`src/rtl/crypto_accel_scheduler.sv`:
```
// crypto_accel_scheduler: round-robin job scheduler for one shared accelerator pipeline.
// Each job runs a zero-operand FLUSH, then a held-operand RUN, then captures the result.
// Optional feature macro: SCHED_PERF_CNT_EN (adds perf_jobs/perf_busy counters).
module crypto_accel_scheduler #(
  parameter int unsigned NUM_REQ   = 4,
  parameter int unsigned FLUSH_CYC = 9,
  parameter int unsigned RUN_CYC   = 9
) (
  input  logic                       clk,
  input  logic                       rst_n,
  input  logic [NUM_REQ-1:0]         req_valid,
  output logic [NUM_REQ-1:0]         req_ready,
  input  logic [NUM_REQ*32-1:0]      req_a,
  input  logic [NUM_REQ*32-1:0]      req_b,
  input  logic [NUM_REQ*32-1:0]      req_c,
  output logic                       rsp_valid,
  input  logic                       rsp_ready,
  output logic [$clog2(NUM_REQ)-1:0] rsp_id,
  output logic [63:0]                rsp_data,
  output logic                       acc_en,
  output logic [31:0]                acc_a,
  output logic [31:0]                acc_b,
  output logic [31:0]                acc_c,
  input  logic [63:0]                acc_data,
`ifdef SCHED_PERF_CNT_EN
  output logic                       busy,
  output logic [31:0]                perf_jobs,
  output logic [31:0]                perf_busy
`else
  output logic                       busy
`endif
);

  localparam int unsigned IDW  = $clog2(NUM_REQ);
  localparam int unsigned MAXC = (FLUSH_CYC > RUN_CYC) ? FLUSH_CYC : RUN_CYC;
  localparam int unsigned CW   = $clog2(MAXC + 1);

  typedef enum logic [2:0] {IDLE, FLUSH, RUN, CAPT, RESP} state_t;

  state_t             state, state_d;
  logic [CW-1:0]      cnt, cnt_d;
  logic [IDW-1:0]     rr, rr_d;
  logic [IDW-1:0]     id, id_d;
  logic [31:0]        op_a, op_a_d, op_b, op_b_d, op_c, op_c_d;
  logic [NUM_REQ-1:0] req_ready_d;
  logic               rsp_valid_d, acc_en_d, busy_d;
  logic [IDW-1:0]     rsp_id_d;
  logic [63:0]        rsp_data_d;
  logic [31:0]        acc_a_d, acc_b_d, acc_c_d;
  logic               found;
  logic [IDW-1:0]     gnt;
  logic [31:0]        a_arr [NUM_REQ];
  logic [31:0]        b_arr [NUM_REQ];
  logic [31:0]        c_arr [NUM_REQ];

  // Unpack per-requester operand slices
  for (genvar g = 0; g < NUM_REQ; g++) begin : g_slice
    assign a_arr[g] = req_a[g*32 +: 32];
    assign b_arr[g] = req_b[g*32 +: 32];
    assign c_arr[g] = req_c[g*32 +: 32];
  end

  // Round-robin pick: first valid index at or after rr, wrapping
  always_comb begin
    int unsigned k;
    found = 1'b0;
    gnt   = '0;
    k     = 0;
    for (int unsigned i = 0; i < NUM_REQ; i++) begin
      k = 32'(rr) + i;
      if (k >= NUM_REQ) k = k - NUM_REQ;
      if (!found && req_valid[IDW'(k)]) begin
        found = 1'b1;
        gnt   = IDW'(k);
      end
    end
  end

  // Next-state and next-output logic; outputs are registered from the next state
  always_comb begin
    state_d     = state;
    cnt_d       = cnt + CW'(1);
    rr_d        = rr;
    id_d        = id;
    op_a_d      = op_a;
    op_b_d      = op_b;
    op_c_d      = op_c;
    req_ready_d = '0;
    rsp_valid_d = 1'b0;
    rsp_id_d    = rsp_id;
    rsp_data_d  = rsp_data;
    acc_en_d    = 1'b0;
    acc_a_d     = '0;
    acc_b_d     = '0;
    acc_c_d     = '0;
    busy_d      = 1'b0;
    case (state)
      IDLE: begin
        if (found) begin
          req_ready_d[gnt] = 1'b1;
          op_a_d  = a_arr[gnt];
          op_b_d  = b_arr[gnt];
          op_c_d  = c_arr[gnt];
          id_d    = gnt;
          rr_d    = (gnt == IDW'(NUM_REQ - 1)) ? '0 : gnt + IDW'(1);
          state_d = FLUSH;
        end
      end
      FLUSH: if (cnt == CW'(FLUSH_CYC - 1)) state_d = RUN;
      RUN:   if (cnt == CW'(RUN_CYC - 1))   state_d = CAPT;
      CAPT: begin
        rsp_data_d = acc_data;
        rsp_id_d   = id;
        state_d    = RESP;
      end
      RESP: begin
        if (rsp_valid && rsp_ready) state_d = IDLE;
        else                        rsp_valid_d = 1'b1;
      end
      default: state_d = IDLE;
    endcase
    if (state_d != state) cnt_d = '0;
    acc_en_d = (state_d == FLUSH) || (state_d == RUN);
    if (state_d == RUN) begin
      acc_a_d = op_a_d;
      acc_b_d = op_b_d;
      acc_c_d = op_c_d;
    end
    busy_d = (state_d != IDLE);
  end

  // State, latched job and registered outputs
  always_ff @(posedge clk) begin
    if (!rst_n) begin
      state     <= IDLE;
      cnt       <= '0;
      rr        <= '0;
      id        <= '0;
      op_a      <= '0;
      op_b      <= '0;
      op_c      <= '0;
      req_ready <= '0;
      rsp_valid <= 1'b0;
      rsp_id    <= '0;
      rsp_data  <= '0;
      acc_en    <= 1'b0;
      acc_a     <= '0;
      acc_b     <= '0;
      acc_c     <= '0;
      busy      <= 1'b0;
    end else begin
      state     <= state_d;
      cnt       <= cnt_d;
      rr        <= rr_d;
      id        <= id_d;
      op_a      <= op_a_d;
      op_b      <= op_b_d;
      op_c      <= op_c_d;
      req_ready <= req_ready_d;
      rsp_valid <= rsp_valid_d;
      rsp_id    <= rsp_id_d;
      rsp_data  <= rsp_data_d;
      acc_en    <= acc_en_d;
      acc_a     <= acc_a_d;
      acc_b     <= acc_b_d;
      acc_c     <= acc_c_d;
      busy      <= busy_d;
    end
  end

`ifdef SCHED_PERF_CNT_EN
  // Completed-job and busy-cycle counters, wrapping at 2^32
  always_ff @(posedge clk) begin
    if (!rst_n) begin
      perf_jobs <= '0;
      perf_busy <= '0;
    end else begin
      if (rsp_valid && rsp_ready) perf_jobs <= perf_jobs + 32'(1);
      if (busy)                   perf_busy <= perf_busy + 32'(1);
    end
  end
`endif

endmodule

```
`config.mk`:
```
export PLATFORM = sky130hd
export DESIGN_NAME = crypto_accel_scheduler
export DESIGN_NICKNAME = d
export VERILOG_FILES = /design/src/rtl/crypto_accel_scheduler.sv
export SDC_FILE = /design/constraint.sdc
export NUM_CORES = 1
export LEC_CHECK = 0
export ABC_AREA = 1
export CORE_AREA = 2 2 246 248
export DETAILED_ROUTE_END_ITERATION = 16
export DIE_AREA = 0 0 248 250
export SLEW_MARGIN = 30
export SYNTH_ARGS = -nofsm -noshare
export SYNTH_HDL_FRONTEND = slang
export SYNTH_SLANG_ARGS = --single-unit
export TNS_END_PERCENT = 20
```
`constraint.sdc`:
```
create_clock -name clk -period 2.95 [get_ports clk]
set_clock_uncertainty 0.2 [all_clocks]
set_input_delay 0.4425 -clock clk [delete_from_list [all_inputs] [get_ports clk]]
set_output_delay 0.4425 -clock clk [all_outputs]
set_load 0.02 [all_outputs]
```
# [Word level (Yosys, flattened, before mapping)]
# Index checks and enable logic that the tools add are counted.
[totals] register_bits=276 inputBits=455 output_inout_bits=169 wordCells=107
[op_classes] n_addsub=9 n_lt_le_gt_ge=11 n_eq_ne=9 n_mux=44 bitwise_logic=2 n_reduce_logical=16
[ops] op="$mux W32" count=12
[ops] op="$bmux W32 S2" count=3
[ops] op="$mux W2" count=9
[ops] op="$lt A2 B3 Y1 const B" count=5
[ops] op="$pmux W3 S5" count=1
[ops] op="$ge A3 B3 Y1 const B" count=4
[ops] op="$mux W3" count=4
[ops] op="$mux W1" count=10
[ops] op="$eq A3 B2 Y1 const B" count=3
[ops] op="$bmux W1 S2" count=4
[ops] op="$sub A2 B1 Y2 const B" count=4
[ops] op="$add A2 B2 Y3 const B" count=2
[ops] op="$eq A3 B1 Y1 const B" count=2
[ops] op="$reduce_and A2 Y1" count=3
[ops] op="$logic_and A1 B1 Y1" count=5
[ops] op="$add A4 B1 Y4 const B" count=1
[ops] op="$eq A4 B4 Y1 const B" count=1
[ops] op="$add A2 B1 Y3 const B" count=1
[ops] op="$eq A3 B3 Y1 const B" count=1
[ops] op="$ge A2 B3 Y1 const B" count=1
[ops] op="$logic_not A1 Y1" count=3
[ops] op="$logic_not A3 Y1" count=1
[ops] op="$ne A3 B3 Y1" count=1
[ops] op="$not A2 Y3" count=1
[ops] op="9 further kinds" count=9

# [Longest topological paths before layout]
# Gate-level depths: netlist of the first run.
[logic_depth] ltp_word=20 ltp_mapped=17 depth_no_buf=14

# [Least setup slack after synthesis of the first run]
# Ideal clock, no wire load.
[synth_path] path_kind="flip-flop to flip-flop" startpoint="register rr[0]" endpoint="register rr[1]" setup_time_ps=128 arrival_ps=1855 required_time_ps=2622 slack_ps=768 stages_incl_launch_ff=14 n_path_buf=2 synth_period_minus_slack_ps=2182 cell_sequence="dfxtp_1 buf_6 inv_4 nand2_1 nand3_1 nand2_1 nor2_4 nand3_2 nand3_2 buf_2 inv_1 ha_1 o21ai_0 a21oi_1"
[synth_between] elab_chain_len=16 elab_cells_between_ends=41 cone_classes="add/sub (8); order compare (4); eq/ne (1); mux (21); reduce/logical (7)"
[synth_lines] element="start, declared" line_no="42" text="logic [IDW-1:0] rr, rr_d;"
[synth_lines] element="start signal, assigned" line_no="154" text="rr <= rr_d;"
[synth_lines] element="branches (longest 13 deep; another with $add A2 B1 Y3)"
[synth_lines] element="$mux W2 *" line_no="72" text="if (!found && req_valid[IDW'(k)]) begin"
[synth_lines] element="net gnt[0]" line_no="51" text="logic [IDW-1:0] gnt;"
[synth_lines] element="$add A2 B1 Y2 / $eq A2 B2 Y1 (equally long branches)" line_no="105" text="rr_d = (gnt == IDW'(NUM_REQ - 1)) ? '0 : gnt + IDW'(1);"
[synth_lines] element="$mux W2 *" line_no="105"
# Mark *: on every way through the listed nets, which the timed path passes. The select of a mux whose other input is x is not followed.
# A chain may end at the register's enable or synchronous reset.

# [Worst setup path in the final report of the first run]
[layout_path] startpoint="register rr[0]" endpoint="register op_c[24]"
[layout_between] elab_chain_len=20 elab_cells_between_ends=43 cone_classes="add/sub (7); order compare (4); mux (25); bitwise (1); reduce/logical (6)"
[layout_lines] element="branches (longest 18 deep; another with $add A2 B1 Y3)"
[layout_lines] element="$mux W32 *" line_no="99" text="if (found) begin"
[layout_lines] element="$mux W32 *" line_no="97" text="case (state)"
[layout_lines] element="end signal, assigned" line_no="158" text="op_c <= op_c_d;"
[layout_lines] element="end, declared" line_no="44" text="logic [31:0] op_a, op_a_d, op_b, op_b_d, op_c, op_c_d;"
# Mark *: on every way between the ends. The select of a mux whose other input is x is not followed.

==> key figures, run 1 <==
Yosys
  • Yosys cell types: 27
  • Share of async-settable or async-resettable flops after synthesis: 0%
  • Area fraction of the dominant cell type after synthesis: 36.9%
  • Number of enable flip-flop cells after synthesis: 0
  • Synth warnings: 0
  • Seq/Total Area, Yosys: 36.9%
  • Post-synth top flop: dfxtp_1
  • Synth Register Bits: 276
  • Synth Net Count: 2791
  • Post-synthesis cell count: 2330
  • Leading area contributor after synthesis: dfxtp_1
  • Post-synth top cells: inv_1 (501), nand2_1 (333), nand3_1 (298)
  • Syn avg cell area: 6.43 µm²
  • Top-count cell post-synth: inv_1
  • Synth Cell Area: 0.0150 mm²
  • Top post-synthesis cells by area: dfxtp_1 (37%), inv_1 (13%), nand4_1 (12%), nand3_1 (10%), nand2_1 (8.3%)

Clock tree
  • CTS clk-pin slew, worst paths: 60 ps
  • Hold buffer count at cts: 0
  • Clock Latency Late Sink: 540 ps
  • Post-CTS Resized: 0
  • Total CTS buffers: 36
  • Clock buffer depth: 3
  • CTS tree: built
  • Clock sinks: 276
  • Post-CTS Setup Bufs: 0
  • Clock root buffer master: clkbuf_16
  • H-tree depth: 2

Final layout
  • P&R area growth vs syn: 58.5%
  • Layout cell share with drive strength beyond 1: 7.56%
  • Fin nets: 3358
  • Ant diodes: 0

Setup path
  • CP Capture Type: flop
  • Cell count of the worst reg-to-reg path: 16
  • CP peak stage delay: 440 ps
  • CP max stage cell: dfxtp_1
  • CP Class: flop to flop
  • R2r setup slk: 370 ps
  • Worst EP arrival: 2780 ps
  • Crit-path leading delay family: simple AND/OR/NAND/NOR gates
  • CP required: 3160 ps
  • CP max FO: 46
  • Critical-path cell list: buf_4, nand2_1, nand2_1, nand2_1, nand2_1, nand2_1, nand2_1, nand2_8, nand3_4, buf_12, buf_12, nand2_1, nand3_1, nand3_1, nand2_1, nor2_1
  • Crit path buf inv count: 3
  • Crit path launch type: flop
  • Reg2Reg Capture Point: op_c[24]
  • Most frequent CP cell: nand2_1
  • R2R Path Start: rr[0]

Detailed routing
  • Vias/cell: 4.54
  • Drt first pass iters: 5
  • DRC errors left: 0
  • DRT iter0 DRCs: 847
  • WL/cell: 16.0 µm
  • WL final: 59400 µm
  • Routed Antenna Nets: 0
  • Vias: 16800

Pwr
  • Worst VDD drop: 0.865 mV
  • P_leak: 11.7 nW
  • Final Power: 21.5 mW
  • Power Density: 907 mW/mm²

GRT
  • All-Layer GR Usage: 18.5%
  • First-pass GRT wire length: 90300 µm
  • Largest net degree at the start of global routing: 103
  • GRT overflow: 0
  • Vias in the first global route: 16200
  • Initial antenna violation count: 9

Timing
  • Tcrit/Tclk final: 87.3%
  • Hold WS: 211 ps
  • Tmin final: 2580 ps
  • Hold Vio Cnt, Final: 0
  • Max Freq: 0.388 GHz
  • RSZ-0062 raised after global routing: no
  • Post-route setup TNS: 0 ps
  • Setup ws final: 374 ps
  • Relative slew slack: 49.3%
  • Slew Viols, Final: 0
  • Actual slew at the worst max-slew pin: 760 ps
  • Final setup violation count: 0

Die
  • Die area: 0.0620 mm²
  • Die width: 248 µm
  • Initial Utilization: 25.1%
  • IO Count: 624
  • Die H: 250 µm
  • Site Rows: 90
  • Core Area: 0.0596 mm²

Worst hold path
  • Worst Hold End: state[1]
  • Worst Min Path Start: rst_n
  • HP Class: input port to flop
  • WHS Path Cells: 4

Flow run
  • Max cap viols: 0

Placement
  • DP HPWL: 43500 µm
  • Gpl congestion: 0.859
  • Number of port buffers: 623
  • Worst slack, placed: 39.6 ps

Status
  • Outcome: finished, final reports clean
## cells by family (layout without fill, tap and decap cells)
family	after synthesis	after routing	share of synthesized area (%)
compound gates	81	81	2.75
xor+xnor	2	2	0.117
fa+ha+maj	6	6	0.501
buf+inv	694	1289	18.7
flops	276	276	36.9
simple gates	1271	1271	41.1
## worst max path at each step
stage | from | cells past startpoint | endpoint | slack (ps)
6_report | rr[0] | 16 | op_c[24] | 370
5_1_grt | rr[0] | 16 | op_c[22] | 130
4_1_cts | rr[0] | 16 | op_c[27] | 350
3_5_place_dp | req_valid[3] | 16 | op_c[27] | 40
3_3_place_gp | req_valid[1] | 16 | op_c[27] | 50
2_1_floorplan | rr[0] | 13 | rr[1] | 770
## placed cells by master (no fill, tap or decap), drive strengths merged
cell type / count
or2: 96
inv: 506
nand3: 301
bufinv: 5
clkinvlp: 3
dfxtp: 276
nand4: 290
nor2: 246
xnor2: 1
a211oi: 1
xor2: 1
clkinv: 8
clkdlybuf4s50: 622
a22o: 1
buf: 96
nand2: 338
o21ai: 72
ha: 6
clkbuf: 49
a21oi: 7
## layout make-up
class / instances / area, µm²
Tap cell: 782 / 978
Timing Repair Buffer: 718 / 7290
Inverter: 505 / 1910
Fill cell: 6259 / 35800
Sequential cell: 276 / 5530
Multi-Input combinational cell: 1360 / 6720
Clock buffer: 49 / 1040
Clock inverter: 17 / 263
## flip-flops by register name, indices dropped and copies added (netlist names)
signal     flops
acc_en         1
state          3
rr             2
rsp_valid      1
acc_c         32
acc_a         32
op_b          32
op_a          32
id             2
acc_b         32
cnt            4
op_c          32
req_ready      4
busy           1
rsp_id         2
rsp_data      64
## where the power goes
part	internal, mW	total, mW	switching [mW]	leakage [nW]
combinational	4.85	12.1	7.28	8.79
sequential	4.34	4.63	0.289	2.25
clock	2.94	4.76	1.82	0.629
## worst reg2reg max path, stage by stage, from the launching register on
cell and delay [ps]:
dfxtp_1 440, buf_4 200, nand2_1 60, nand2_1 140, nand2_1 70, nand2_1 70, nand2_1 100, nand2_1 180
nand2_8 90, nand3_4 100, buf_12 220, buf_12 260, nand2_1 60, nand3_1 90, nand3_1 80, nand2_1 70
nor2_1 40
## per-layer routing
| metal | wire [µm] | GRT usage, % | vias to the layer above | part of all wire [%] |
|---|---|---|---|---|
| met2 | 28300 | 31.5 | 622 | 48 |
| met5 | 114 | 0 | - | 0.19 |
| met4 | 1640 | 5.59 | 18 | 2.8 |
| met1 | 23900 | 22.0 | 7614 | 40 |
| li1 | - | - | 8480 | - |
| met3 | 5470 | 5.69 | 114 | 9.2 |
## through the flow
step	cell area (µm²)	util, %	instances
global placement	22400	37.7	3641
floorplan	15000	-	2330
global route	23700	39.8	3707
detailed placement	22400	37.7	3641
CTS	23700	39.8	3707
finish	23700	39.8	3707
Note: power is estimated with default switching activity, not from simulation.
==> run 2, diff against run 1 <==
Clock period 2.95 ns to 2.8 ns, I/O delays scaled along.
==> key figures, run 2 (same netlist as run 1, synthesis figures left out) <==
Detailed routing
  • Drt first pass iters: 5
  • Routed Antenna Nets: 0
  • DRC errors left: 0
  • WL final: 59500 µm
  • Vias: 17100
  • Vias/cell: 4.56
  • WL/cell: 15.9 µm
  • DRT iter0 DRCs: 889

Final layout
  • Layout fillers: 6227
  • Layout cell share with drive strength beyond 1: 8.36%
  • Multi-input gate area: 0.00672 mm²
  • Fin nets: 3387
  • Most flops, register: rsp_data
  • P&R area growth vs syn: 59.8%
  • Largest register FFs: 64
  • Final core occ: 40.2%
  • Most frequent cells in the layout: clkdlybuf4s50_1 (622), inv_1 (499), nand2_1 (332)
  • Commonest non-fill, non-tap cell in the layout: clkdlybuf4s50_1
  • Sequential Area: 0.00553 mm²
  • Final Instance Area: 0.0239 mm²

Timing
  • Max Freq: 0.399 GHz
  • RSZ-0062 raised after global routing: no
  • Tcrit/Tclk final: 89.5%
  • Relative slew slack: 59.0%
  • Final setup violation count: 0
  • Tmin final: 2510 ps
  • Setup ws final: 293 ps
  • Post-route setup TNS: 0 ps
  • Slew Viols, Final: 0
  • Hold Vio Cnt, Final: 0
  • Actual slew at the worst max-slew pin: 615 ps

Worst hold path
  • WHS Path Cells: 4
  • HP Class: input port to flop

Clock tree
  • Clock sinks: 276
  • Total CTS buffers: 35
  • CTS tree: built
  • H-tree depth: 2
  • CTS clk-pin slew, worst paths: 60 ps
  • Clock Latency Late Sink: 540 ps
  • Clock root buffer master: clkbuf_16
  • Clock buffer depth: 3

Setup path
  • CP required: 2990 ps
  • Crit path launch type: flop
  • Most frequent CP cell: nand2_1
  • CP max FO: 16
  • Critical-path cell list: buf_4, nand2_1, nand3_1, nand2_1, nor2_4, nand3_4, buf_12, nand2_4, inv_6, buf_4, or2_2, nand2_1, nor2_1
  • CP Class: flop to flop
  • CP Capture Type: flop
  • CP max stage cell: dfxtp_2
  • Cell count of the worst reg-to-reg path: 13
  • Worst EP arrival: 2700 ps
  • CP peak stage delay: 400 ps

GRT
  • Vias in the first global route: 16100
  • Largest net degree at the start of global routing: 103
  • GRT overflow: 0
  • Initial antenna violation count: 13
  • All-Layer GR Usage: 18.5%
  • First-pass GRT wire length: 90200 µm

Die
  • Die area: 0.0620 mm²
  • Site Rows: 90
  • Die H: 250 µm
  • Core Area: 0.0596 mm²
  • IO Count: 624
  • Die width: 248 µm
  • Initial Utilization: 25.1%

Placement
  • Area after DPL: 0.0227 mm²
  • Worst slack, placed: -88.5 ps
  • DP HPWL: 44200 µm
  • Gpl congestion: 0.876
  • Number of port buffers: 623

Pwr
  • Power Density: 956 mW/mm²
  • P_leak: 11.8 nW
  • Final Power: 22.9 mW
  • Worst VDD drop: 0.654 mV

Status
  • Outcome: finished, final reports clean

Flow run
  • Max cap viols: 0
==> run 2: repair_timing <==
action                                  in CTS  in global routing
gates resized for setup                      0                  1
hold buffers                                 0                  0
endpoints found under the hold margin        0                  0
endpoints found under the setup margin       0                  4
setup buffers                                0                  0
==> run 2: per-stage QoR <==
stage,cells,hold slack (ps)
finish,3736,185
global route,3735,179
CTS,3735,155
detailed placement,3671,247
global placement,3671,238
floorplan,2330,230
==> run 2: path summary, 6_finish.rpt <==
kind / start / end / slack [ps]
setup reg to reg: rr[0] / op_c[5] / 290
hold reg to reg: op_a[12] / acc_a[12] / 240
setup / recovery: rr[0] / op_c[5] / 290
hold / removal: rst_n / state[1] / 190
==> run 2: final cells by class <==
type | instances | area share (%)
antenna | 1 | 0.0105
clock buffer | 49 | 4.17
clock inverter | 15 | 0.957
inverter | 505 | 7.98
multi-input combinational | 1360 | 28.1
sequential | 276 | 23.1
tap | 782 | 4.09
timing repair buffer | 748 | 31.6
==> run 2: critical path, delay by kind of cell (launching register included) <==
kind	cells	cell delay [ps]
AND/OR/NAND/NOR	9	1070
buffers and inverters	4	670
flip-flops	1	400
==> run 2: metal layers <==
layer	part of all wire, %	global-route usage [%]	vias up
met5	0.25	0	-
met4	2.4	5.12	24
met3	9.0	5.73	109
met2	48	32.1	635
met1	40	21.7	7746
li1	-	-	8537
==> run 2: report_power, final <==
group / internal (mW) / switching, mW
Combinational: 5.41 / 7.78
Clock: 2.97 / 1.81
Sequential: 4.57 / 0.308
==> run 3, diff against run 2 <==
Settings changed: ABC_CLOCK_PERIOD_IN_PS set to 2900.
Clock period 2.8 ns to 2.9 ns, I/O delays scaled along.
==> key figures, run 3 (same netlist as run 1, synthesis figures left out) <==
Die
  • Core Area: 0.0596 mm²
  • Die H: 250 µm
  • Site Rows: 90
  • IO Count: 624
  • Initial Utilization: 25.1%
  • Die width: 248 µm
  • Die area: 0.0620 mm²

Timing
  • Relative slew slack: 51.6%
  • Slew Viols, Final: 0
  • Setup ws final: 333 ps
  • Hold Vio Cnt, Final: 0
  • Hold WS: 226 ps
  • Max Freq: 0.390 GHz
  • Tcrit/Tclk final: 88.5%
  • Tmin final: 2570 ps
  • Final setup violation count: 0
  • Actual slew at the worst max-slew pin: 726 ps
  • Post-route setup TNS: 0 ps
  • RSZ-0062 raised after global routing: no

Flow run
  • Max cap viols: 0

Final layout
  • Fin nets: 3370
  • Most frequent cells in the layout: clkdlybuf4s50_1 (622), inv_1 (499), nand2_1 (332)
  • Most flops, register: rsp_data
  • Commonest non-fill, non-tap cell in the layout: clkdlybuf4s50_1
  • Largest register FFs: 64
  • Final core occ: 39.8%
  • Layout cell share with drive strength beyond 1: 7.87%
  • P&R area growth vs syn: 58.2%

Clock tree
  • Clock buffer depth: 3
  • Clock Latency Late Sink: 530 ps
  • Total CTS buffers: 35
  • Hold buffer count at cts: 0
  • Post-CTS Setup Bufs: 0
  • Clock sinks: 276
  • Post-CTS Resized: 0
  • CTS tree: built
  • H-tree depth: 2
  • Clock root buffer master: clkbuf_16
  • CTS clk-pin slew, worst paths: 60 ps

Setup path
  • Worst EP arrival: 2750 ps
  • CP peak stage delay: 430 ps
  • CP required: 3080 ps
  • Crit path launch type: flop
  • CP max stage cell: dfxtp_1
  • Critical-path cell list: buf_4, nand2_1, nand2_1, nand2_1, nand2_1, nand2_1, nand2_1, nand2_8, nand3_4, buf_12, buf_4, nand2_1, nand3_1, nand3_1, nand2_1, nor2_1
  • Reg2Reg Capture Point: op_b[20]
  • R2R Path Start: rr[0]
  • Cell count of the worst reg-to-reg path: 16
  • R2r setup slk: 330 ps
  • Most frequent CP cell: nand2_1
  • CP Class: flop to flop
  • CP max FO: 42
  • CP Capture Type: flop

Detailed routing
  • Vias/cell: 4.56
  • WL met1: 24200 µm
  • DRC errors left: 0
  • WL/cell: 16.0 µm
  • Routed Antenna Nets: 0
  • DR top layer: met5
  • Met3 routed WL: 5430 µm
  • Drt first pass iters: 5
  • WL final: 59500 µm
  • Routed wl met2: 28000 µm
  • DRT iter0 DRCs: 981
  • Vias: 17000

Worst hold path
  • Worst Min Path Start: rst_n
  • WHS Path Cells: 4
  • HP Class: input port to flop
  • Worst Hold End: state[1]

Placement
  • DP HPWL: 43700 µm
  • Gpl congestion: 0.856
  • Worst slack, placed: -8.43 ps
  • Number of port buffers: 623

GRT
  • Initial antenna violation count: 11
  • Vias in the first global route: 16100
  • All-Layer GR Usage: 18.4%
  • GRT overflow: 0
  • First-pass GRT wire length: 90100 µm
  • Largest net degree at the start of global routing: 103

Pwr
  • Worst VDD drop: 0.640 mV
  • P_leak: 11.7 nW
  • Power Density: 910 mW/mm²
  • Final Power: 21.5 mW

Status
  • Outcome: finished, final reports clean
## run 3: cell count changes in the layout (fill, tap and decap cells not counted)
cell	previous run	this run
inv_6	4	3
buf_4	94	80
inv_8	1	0
buf_12	31	28
clkbuf_1	7	5
dfxtp_2	1	0
dfxtp_1	275	276
diode_2	1	5
clkinv_8	0	1
bufinv_16	5	1
clkinv_2	2	8
clkbuf_16	35	36
## run 3: worst max-delay path: cells and delay by family (launching register included)
| kind | cells | cell delay, ps |
|---|---|---|
| buffers and inverters | 3 | 600 |
| and+or+nand+nor | 13 | 1120 |
| DFF | 1 | 430 |
## run 3: layout make-up
class | instances | area, µm²
fillers | 6266 | 35900
clock inverters | 16 | 135
clock buffers | 48 | 1020
diodes | 5 | 12.5
flip-flops and latches | 276 | 5530
repair buffers | 731 | 7390
inverters | 505 | 1910
well taps | 782 | 978
multi-input cells | 1360 | 6720
## run 3: stage by stage
stage	std cells	instance area, µm²
2_1_floorplan	2330	15000
3_3_place_gp	3654	22500
3_5_place_dp	3654	22500
4_1_cts	3718	23700
5_1_grt	3720	23700
6_report	3723	23700
## run 3: report_power, final
part | switching, mW | total (mW) | internal (mW) | leakage (nW)
logic | 7.46 | 12.5 | 5.06 | 8.85
registers | 0.291 | 4.70 | 4.41 | 2.25
clock network | 1.76 | 4.32 | 2.56 | 0.566
total | 9.51 | 21.5 | 12.0 | 11.7
## run 3: routing by layer
layer	vias to the layer above	track usage, %
met2	644	31.3
li1	8503	-
met1	7725	21.9
met4	12	6.11
met3	106	5.66
met5	-	0
## run 3: worst max path at each step
stage                     slack (ps)         start        to
after floorplan                  720         rr[0]     rr[1]
after global placement           -10  req_valid[1]  op_c[27]
after detailed placement          -8  req_valid[1]  op_c[27]
after CTS                        340         rr[0]   op_c[0]
after global routing             160         rr[0]   op_a[1]
final                            330         rr[0]  op_b[20]
